==> src/rtl/imem_prog_loader.sv <==
// Boot-time program loader: parses a length/payload/checksum byte frame, writes
// little-endian 32-bit words into IMEM and releases the core once the checksum verifies.
module imem_prog_loader #(
   parameter int IMEM_AW    = 10,
   parameter int DATA_WIDTH = 32
) (
   input  logic                  clk,
   input  logic                  rst,
   input  logic                  in_valid,
   input  logic [7:0]            in_data,
   output logic                  in_ready,
   input  logic                  restart,
   output logic                  imem_we,
   output logic [IMEM_AW-1:0]    imem_addr,
   output logic [DATA_WIDTH-1:0] imem_wdata,
   output logic                  core_rst_n,
   output logic                  done,
   output logic                  error
);

   typedef enum logic [2:0] {LEN0, LEN1, DATA, CHECK, RUN, ERR} state_t;

   localparam logic [16:0] CAP = 17'(1) << IMEM_AW;

   state_t                  state_q, state_d;
   logic [15:0]             len_q, len_d;
   logic [IMEM_AW:0]        word_idx_q, word_idx_d;
   logic [1:0]              byte_idx_q, byte_idx_d;
   logic [7:0]              acc_q, acc_d;
   logic [23:0]             asm_q, asm_d;
   logic                    in_ready_q, in_ready_d;
   logic                    imem_we_q, imem_we_d;
   logic [IMEM_AW-1:0]      imem_addr_q, imem_addr_d;
   logic [DATA_WIDTH-1:0]   imem_wdata_q, imem_wdata_d;
   logic                    core_rst_n_q, core_rst_n_d;
   logic                    done_q, done_d;
   logic                    error_q, error_d;

   logic        xfer;
   logic [16:0] n_full;
   logic        last_word;

   assign xfer      = in_valid && in_ready_q;
   assign n_full    = {1'b0, in_data, len_q[7:0]};
   assign last_word = (17'(word_idx_q) + 17'd1) == {1'b0, len_q};

   always_comb begin
      state_d      = state_q;
      len_d        = len_q;
      word_idx_d   = word_idx_q;
      byte_idx_d   = byte_idx_q;
      acc_d        = acc_q;
      asm_d        = asm_q;
      imem_we_d    = 1'b0;
      imem_addr_d  = imem_addr_q;
      imem_wdata_d = imem_wdata_q;
      case (state_q)
         LEN0: if (xfer) begin
            len_d[7:0] = in_data;
            acc_d      = acc_q ^ in_data;
            state_d    = LEN1;
         end
         LEN1: if (xfer) begin
            len_d[15:8] = in_data;
            acc_d       = acc_q ^ in_data;
            word_idx_d  = '0;
            byte_idx_d  = '0;
            if (n_full > CAP)        state_d = ERR;
            else if (n_full == 17'd0) state_d = CHECK;
            else                      state_d = DATA;
         end
         DATA: if (xfer) begin
            acc_d      = acc_q ^ in_data;
            byte_idx_d = byte_idx_q + 2'd1;
            case (byte_idx_q)
               2'd0: asm_d[7:0]   = in_data;
               2'd1: asm_d[15:8]  = in_data;
               2'd2: asm_d[23:16] = in_data;
               default: begin
                  imem_we_d    = 1'b1;
                  imem_addr_d  = word_idx_q[IMEM_AW-1:0];
                  imem_wdata_d = {in_data, asm_q};
                  word_idx_d   = word_idx_q + 1'b1;
                  if (last_word) state_d = CHECK;
               end
            endcase
         end
         CHECK: if (xfer) state_d = (in_data == acc_q) ? RUN : ERR;
         RUN, ERR: if (restart) begin
            state_d    = LEN0;
            acc_d      = '0;
            word_idx_d = '0;
            byte_idx_d = '0;
         end
         default: state_d = LEN0;
      endcase
      // Status outputs are registered images of the next state.
      in_ready_d   = (state_d == LEN0) || (state_d == LEN1) ||
                     (state_d == DATA) || (state_d == CHECK);
      core_rst_n_d = (state_d == RUN);
      done_d       = (state_d == RUN);
      error_d      = (state_d == ERR);
   end

   always_ff @(posedge clk or posedge rst) begin
      if (rst) begin
         state_q      <= LEN0;
         len_q        <= '0;
         word_idx_q   <= '0;
         byte_idx_q   <= '0;
         acc_q        <= '0;
         asm_q        <= '0;
         in_ready_q   <= 1'b1;
         imem_we_q    <= 1'b0;
         imem_addr_q  <= '0;
         imem_wdata_q <= '0;
         core_rst_n_q <= 1'b0;
         done_q       <= 1'b0;
         error_q      <= 1'b0;
      end else begin
         state_q      <= state_d;
         len_q        <= len_d;
         word_idx_q   <= word_idx_d;
         byte_idx_q   <= byte_idx_d;
         acc_q        <= acc_d;
         asm_q        <= asm_d;
         in_ready_q   <= in_ready_d;
         imem_we_q    <= imem_we_d;
         imem_addr_q  <= imem_addr_d;
         imem_wdata_q <= imem_wdata_d;
         core_rst_n_q <= core_rst_n_d;
         done_q       <= done_d;
         error_q      <= error_d;
      end
   end

   assign in_ready   = in_ready_q;
   assign imem_we    = imem_we_q;
   assign imem_addr  = imem_addr_q;
   assign imem_wdata = imem_wdata_q;
   assign core_rst_n = core_rst_n_q;
   assign done       = done_q;
   assign error      = error_q;

endmodule

==> config.mk <==
export PLATFORM = sky130hd
export DESIGN_NAME = imem_prog_loader
export DESIGN_NICKNAME = d
export VERILOG_FILES = /design/src/rtl/imem_prog_loader.sv
export SDC_FILE = /design/constraint.sdc
export NUM_CORES = 1
export LEC_CHECK = 0
export ABC_CLOCK_PERIOD_IN_PS = 3700
export CELL_PAD_IN_SITES_DETAIL_PLACEMENT = 0
export CELL_PAD_IN_SITES_GLOBAL_PLACEMENT = 1
export CORE_MARGIN = 4
export CORE_UTILIZATION = 39
export DETAILED_ROUTE_END_ITERATION = 8
export PLACE_DENSITY = 0.83
export SYNTH_ARGS = -nofsm -noshare
export SYNTH_HDL_FRONTEND = slang
export SYNTH_SLANG_ARGS = --single-unit
==> constraint.sdc <==
create_clock -name clk -period 3.7 [get_ports clk]
set_clock_uncertainty 0.2 [all_clocks]
set_input_delay 0.74 -clock clk [delete_from_list [all_inputs] [get_ports clk]]
set_output_delay 0.74 -clock clk [all_outputs]
set_load 0.03 [all_outputs]
==> results.md, run 1 <==
- The number of global-route vias before repair is 3714.
- The final max-slew violation count came to 0.
- Setup repair after global routing left no endpoint under its margin.
- The first global-routing pass estimated 18890 µm of wire.
- The delay contributed by the slowest stage of the critical path is 0.61 ns.
- The most frequent standard cell in the layout excluding fill and tap cells is nand2_1.
- The post-route setup TNS is 0 ns.
- After clock tree synthesis, the clock-pin slew on the worst setup and hold paths is 0.07 ns.
- The transition time at the pin with the least slew margin is 0.6319 ns.
- The setup violation total in the final timing report is 0.
- The data required time at the worst endpoint is 3.72 ns.
- The portion of the clock cycle consumed by the worst path in the final layout is 70.69%.
- The critical path goes through clkdlybuf4s50_1, nor4_1, nand3_1, mux2i_1, a2bb2oi_1, o21ai_1, o21ai_1.
- The count of clock tree sinks is 110.
- The run finished with clean final reports.
- The total placed cells including tap cells is 705.
- The largest driver fanout on the critical path is 11.
- The average cell area after synthesis is 10.15 µm².
- For this run the aggregate overflow at the end of global routing stands at 0.
- The startpoint identified for the worst register-to-register timing path is state_q[2].
- The net count of the mapped netlist is 517.
- The endpoint type of the worst setup path is a register.
- The area added between synthesis and finish is 19.10%.
- The die span in x is 122.1 µm.
- After synthesis, the share of flip-flops with an asynchronous set or reset is 100.0%.
- The TritonCTS clock tree is done.
- The share of cells above drive strength 1 is 13.69%.
- The height of the die is 122.1 µm.
- The total count of hold-check failures in the final report is 0.
- The number of antenna repair diodes is 0.
- The sequential element share of the synthesized area is 54.25%.
- Counting the fill cells in the layout gives 1188.
- The maximum operating frequency is 0.3823 GHz.
- The top layer used by detailed routing is met4.
- The path class of the lowest-slack min-delay path is register to register.
- The latest clock arrival within the worst-skew pair is 0.35 ns.
- The post-CTS setup buffer count is 0.
- The total power per unit cell area is 531.6 nW/µm².
- Detailed routing placed a total of 5316 µm of wire on met2.
- The number of different library cells used by synthesis comes to 53.
- 59 I/O pins were placed.
- The largest individual stage delay along the critical path comes from the cell clkdlybuf4s50_1.
- The number of buffers added by the clock tree synthesis step is 9.
- The number of enable flip-flop cells after synthesis is 0.
- The number of antenna violations at the first check in global routing came to 0.
- In this run the critical register-to-register path is captured at word_idx_q[5].
- The most critical setup path has its endpoint at state_q[0].
- The total vias in the final route is 3656.
- Buffers inserted to repair hold after CTS numbered 0.
- The post-route standard cell area excluding fillers is 6046 µm².
- The setup check on the worst reg-to-reg path leaves a slack of 1.45 ns.
- The placed instance area is 5747 µm².
- The via-per-instance ratio is 5.078.
- The tool flagged a number of max-cap violations equal to 0.
- The flip-flop cell with the highest count after synthesis is dfrtp_1.
- By area the synthesized netlist is led by dfrtp_1 (54%), nand2_1 (10%), mux2_2 (8.4%), o21ai_0 (2.1%), o21ai_1 (1.8%).
- For the finished layout, the period the worst path requires is 2.616 ns.
- Counting every instance in the synthesized netlist gives 500.
- For this run, the total global-route usage over all layers was measured as 16.06%.
- After the first detailed-routing iteration, the DRC count stood at 264.
- The category of the critical setup timing path is input port to register.
- The number of design rule violations left after detail routing is 0.
- Input and output buffers added on the ports amount to 58.
- The arrival time reported for the critical path endpoint is 2.63 ns.
- The number of storage elements in the synthesis netlist is 110.
- No sink is reached through more buffers than the 2 on the longest clock path.
- The routed design uses 645 µm of met3 wire.
- The leakage power of the design is 2.868 nW.
- The row count is 41.
- The worst vdd rail ir drop is 0.0002272 V.
- The worst setup slack after placement is 0.7362 ns.
- After legalization and detailed placement, the total HPWL measured 7646 µm.
- Counting cells, the worst reg-to-reg path comes to 6.
- The count of instances resized after the clock tree is built is 0.
- dfrtp_1 takes more of the synthesized area than any other cell.
- The number of synthesis warnings is 0.
- The largest net degree at the start of global routing is 54.
- The detailed-route wire length per cell is 15.27 µm.
- STA classifies the critical path startpoint as an input port.
- The total standard cell area after synthesis is 5076 µm².
- For this configuration, the core starts out at a cell density of 40.06%.
- The number of standard cells in the final layout excluding fillers is 720.
- The worst pin sits at a relative slew slack of 57.55%.
- Hold timing on the final database bottoms out at a slack of 0.2654 ns.
- The congestion estimate from routability-driven global placement came to 0.8359.
- The first-pass detailed-route iteration total is 4.
- The top cell types in the final layout, fill and taps aside, are nand2_1 (139), dfrtp_1 (109), clkdlybuf4s50_1 (58).
- Counting stages on the worst path, the most repeated cell is o21ai_1.
- The worst path meets setup with 1.084 ns of slack.
- The count of nets left with antenna violations once routing finished came out at 0.
- The timing startpoint of the critical path is in_data[3].
- The total area inside the core boundary comes to 12670 µm².
- The number of nets in the layout is 561.
- In this run the number of H-tree levels came out at 3.
- The root buffer cell chosen for the clock tree is clkbuf_16.
- The routed design has 10990 µm of wire.
- For this block, wires on met1 add up to 4876 µm.
- The overall die area is 14900 µm².
- The area share of the largest cell type after synthesis is 53.73%.
-- report_power, final --
group / internal (mW) / total (mW) / leakage (nW) / switching (mW)
clock network: 0.541 / 0.972 / 0.145 / 0.431
registers: 1.36 / 1.55 / 1.48 / 0.186
logic: 0.322 / 0.692 / 1.24 / 0.370
-- logic make-up after synthesis --
logic type,share of synthesized area (%)
fa+ha+maj,1.454
xor+xnor,3.106
compound gates,7.518
simple gates,19.84
buf+inv,4.782
flops,54.25
mux,9.046
-- flip-flops by register name, indices dropped and copies added, names as in the netlist --
name,flops
imem_wdata,32
asm_q,24
len_q,16
word_idx_q,11
imem_addr,10
acc_q,8
state_q,3
byte_idx_q,2
done,1
error,1
imem_we,1
in_ready,1
-- how the worst min path moves through the flow --
stage               cells past startpoint  startpoint              to
floorplan                               2    asm_q[0]   imem_wdata[0]
detailed placement                      2   asm_q[18]  imem_wdata[18]
global placement                        2   asm_q[13]  imem_wdata[13]
CTS                                     2   asm_q[18]  imem_wdata[18]
finish                                  2   asm_q[14]  imem_wdata[14]
global route                            2    asm_q[9]   imem_wdata[9]
-- critical path: cells and delay by family --
kind	cells	cell delay, ns
AND/OR/NAND/NOR	2	0.64
buffers and inverters	1	0.61
AO/OA/AOI/OAI	3	0.50
multiplexers	1	0.15
-- per-layer routing --
layer  global-route usage (%)  vias to the layer above
met2                    26.42                       85
met5                        0                        -
met1                    21.88                     1816
met4                    5.738                        0
met3                    2.136                       11
li1                         -                     1744
-- area by class of cell --
cell class,count,area [µm²],share of cell area (%)
multi-input combinational,344,2079,34.40
clock inverter,5,60.06,0.9934
inverter,15,60.06,0.9934
timing repair buffer,64,638.1,10.55
clock buffer,10,239.0,3.953
tap,172,215.2,3.560
sequential,110,2754,45.55
-- per-stage QoR --
step                total power [mW]  utilization, %
finish                         3.214           47.71
global route                   3.388           47.71
CTS                            3.240           47.71
detailed placement             2.266           45.35
global placement               2.235           45.35
floorplan                      2.110               -
-- cells in the mapped netlist (6+ instances only) --
| cell | instances |
|---|---|
| buf_2 | 13 |
| clkbuf_1 | 7 |
| dfrtp_1 | 109 |
| inv_1 | 15 |
| mux2_2 | 38 |
| nand2_1 | 139 |
| nand2b_1 | 10 |
| nand3_1 | 8 |
| nor2_1 | 24 |
| o21ai_0 | 21 |
| o21ai_1 | 18 |
| o31ai_1 | 6 |
| xnor2_1 | 10 |
| xor2_1 | 8 |
Power figures use the tool's default switching activity.
==> run 2: changes to the inputs <==
ABC_CLOCK_PERIOD_IN_PS = 2600   (was 3700)
CORE_UTILIZATION = 44   (was 39)
PLACE_DENSITY = 0.88   (was 0.83)
clock period = 2.6 ns   (was 3.7 ns; I/O delays follow)
==> results.md, run 2 (synthesized netlist as in run 1, its figures left out) <==
- The count of instances resized after the clock tree is built is 0.
- The worst setup path is launched from a register.
- The total count of hold-check failures in the final report was 0.
- In the final routing, the length of wire on met1 measures 5200 µm.
- The critical-path cell with the highest stage delay is clkdlybuf4s50_1.
- The largest net degree at the start of global routing is 111.
- The clock tree buffer depth is 2.
- IR analysis of the VDD net gives a maximum drop of 0.0003549 V.
- The register with the most flip-flops in the layout has 32 of them.
- The start of the worst register-to-register path is state_q[1].
- The row count is 38.
- The height of the die is 115.4 µm.
- Static timing analysis puts the maximum clock frequency at 0.4393 GHz.
- The setup check on the worst reg-to-reg path leaves a slack of 0.39 ns.
- The hold-critical path endpoint is imem_wdata[6].
- The number of global-route vias before repair is 3781.
- Overall power consumption after layout is estimated at 4.619 mW.
- During placement, the flow inserted port buffers numbering 58.
- The detailed router finished its first iteration with 216 violations.
- The initial standard-cell utilization of the core is 45.82%.
- Hold repair after CTS inserted 0 buffers.
- Summed over all nets, wire length on met2 after detailed routing comes to 5530 µm.
- The number of antenna violations at the first check in global routing is 0.
- Counting instances, the worst hold path has a depth of 2.
- The leakage power of the design is 2.924 nW.
- For the worst-skew pair, the clock arrives at the later sink with an insertion delay of 0.35 ns.
- In this run the most critical hold path is launched from asm_q[6].
- The signal on the critical path passes through clkdlybuf4s50_1.
- Subtracting the final worst setup slack from the clock period gives 2.276 ns.
- The routed design has 11370 µm of wire.
- The post-route setup TNS is 0 ns.
- In this run the count of I/O pins placed on the die edge is 59.
- The post-route netlist has 15.54% of its cells at a drive strength greater than 1.
- For this design, the sink count on the clock tree is 110.
- The largest single stage delay on the critical path is 0.67 ns.
- The setup violation total in the final timing report is 0.
- In this run the worst hold path is classified as register to register.
- The die is 115.4 µm wide.
- Headroom to the max-slew limit came out at 62.30%.
- The top layer used by detailed routing is met4.
- Fill cells in the final layout number 976.
- Setup repair after global routing left no endpoint under its margin.
- Counting cells, the worst reg-to-reg path comes to 6.
- The area growth from synthesis to layout is 20.26%.
- The area of the multi-input gates is 2079 µm².
- In this run the worst path has a maximum fanout of 3.
- The critical path is of the register to output pin type.
- Together, buffers and inverters on the worst path number 1.
- In the global route stage, overall resource usage came out at 18.48%.
- The number of design rule violations left after detail routing is 0.
- The aggregate global routing overflow is 0.
- Dividing total power by cell area gives a power density of 756.6 nW/µm².
- The tool flagged a number of max-cap violations equal to 0.
- After detailed routing, the average wire length per cell comes to 16.24 µm.
- Once the clock tree was built, the setup fixing pass inserted 0 buffers.
- The core region is 11080 µm².
- Buffers inserted during clock tree synthesis total 9.
- The area of all sequential standard cells is 2754 µm².
- The portion of the clock cycle consumed by the worst path in the final layout is 87.55%.
- The arrival time reported for the critical path endpoint is 1.56 ns.
- The endpoint type of the worst setup path is an output pin.
- Leaving out fill and tap cells, the most frequent cells in the layout are nand2_1 (139), dfrtp_1 (109), clkdlybuf4s50_1 (58).
- The transition time at the pin with the least slew margin is 0.5655 ns.
- In this run the clock root is driven by a clkbuf_16.
- The TritonCTS clock tree is done.
- Dividing the detail-routed via count by the number of cells gives 5.246.
- Detailed placement ended at an HPWL of 7880 µm.
- Once detail routing completed, the nets flagged for antenna violations numbered 0.
- At the worst endpoint, the required time is 1.88 ns.
- For this block, the via count after detailed routing is 3672.
- The clock tree synthesis step divided the H-tree into 3 levels.
- 0 antenna diodes ended up in the layout.
- The first-pass detailed-route iteration total is 4.
- The final max-slew violation count is 0.
- The cell type group with the largest total delay on the critical path is buffers and inverters.
- After clock tree synthesis, the clock-pin slew on the worst setup and hold paths is 0.07 ns.
- The overall die area is 13320 µm².
- At the end of routability-driven placement, the weighted congestion stood at 0.8774.
- In this run the number of cells on the critical path is 1.
- The terminus of the critical flop-to-flop path is word_idx_q[5].
- The flow ran to the end, and the final reports show no timing, DRC or antenna violations.
- In the detailed route, the total length drawn on met3 is 354 µm.
- The most frequent standard cell in the layout excluding fill and tap cells is nand2_1.
- At the end of the flow, the number of nets in the layout was 573.
- The first global-routing pass estimated 19310 µm of wire.
[run 2: final cells by class]
cell class	instances	share of cell area, %
Timing Repair Buffer	76	12.13
Sequential cell	110	45.11
Inverter	15	0.9838
Tap cell	140	2.869
Clock inverter	6	1.148
Clock buffer	9	3.689
Multi-Input combinational cell	344	34.06
[run 2: stage by stage]
stage / hold slack (ns) / std cells / setup WS (ns) / utilization [%] / area [µm²]
after floorplan: 0.2331 / 500 / 0.5513 / - / 5080
final: 0.2671 / 700 / 0.3236 / 55.11 / 6105
after CTS: 0.2716 / 700 / 0.3048 / 55.11 / 6105
after global placement: 0.2459 / 685 / 0.1286 / 52.44 / 5809
after global routing: 0.2949 / 700 / 0.1642 / 55.11 / 6105
after detailed placement: 0.2481 / 685 / 0.08849 / 52.44 / 5809
[run 2: worst max path at each step]
stage | start | endpoint | slack [ns]
2_1_floorplan | rst | acc_q[0] | 0.55
3_3_place_gp | in_data[1] | done | 0.13
3_5_place_dp | in_data[1] | done | 0.09
4_1_cts | in_ready | in_ready | 0.30
5_1_grt | state_q[1] | word_idx_q[5] | 0.16
6_report | in_ready | in_ready | 0.32
[run 2: report_power, final]
group | switching, mW | leakage, nW | internal [mW] | total (mW)
sequential | 0.237 | 1.48 | 1.94 | 2.18
clock | 0.631 | 0.140 | 0.751 | 1.38
combinational | 0.558 | 1.30 | 0.501 | 1.06
[run 2: layer usage]
metal	global-route usage, %	up-vias
met1	24.88	1816
met5	0	-
met4	6.651	0
li1	-	1763
met3	3.238	23
met2	30.29	70
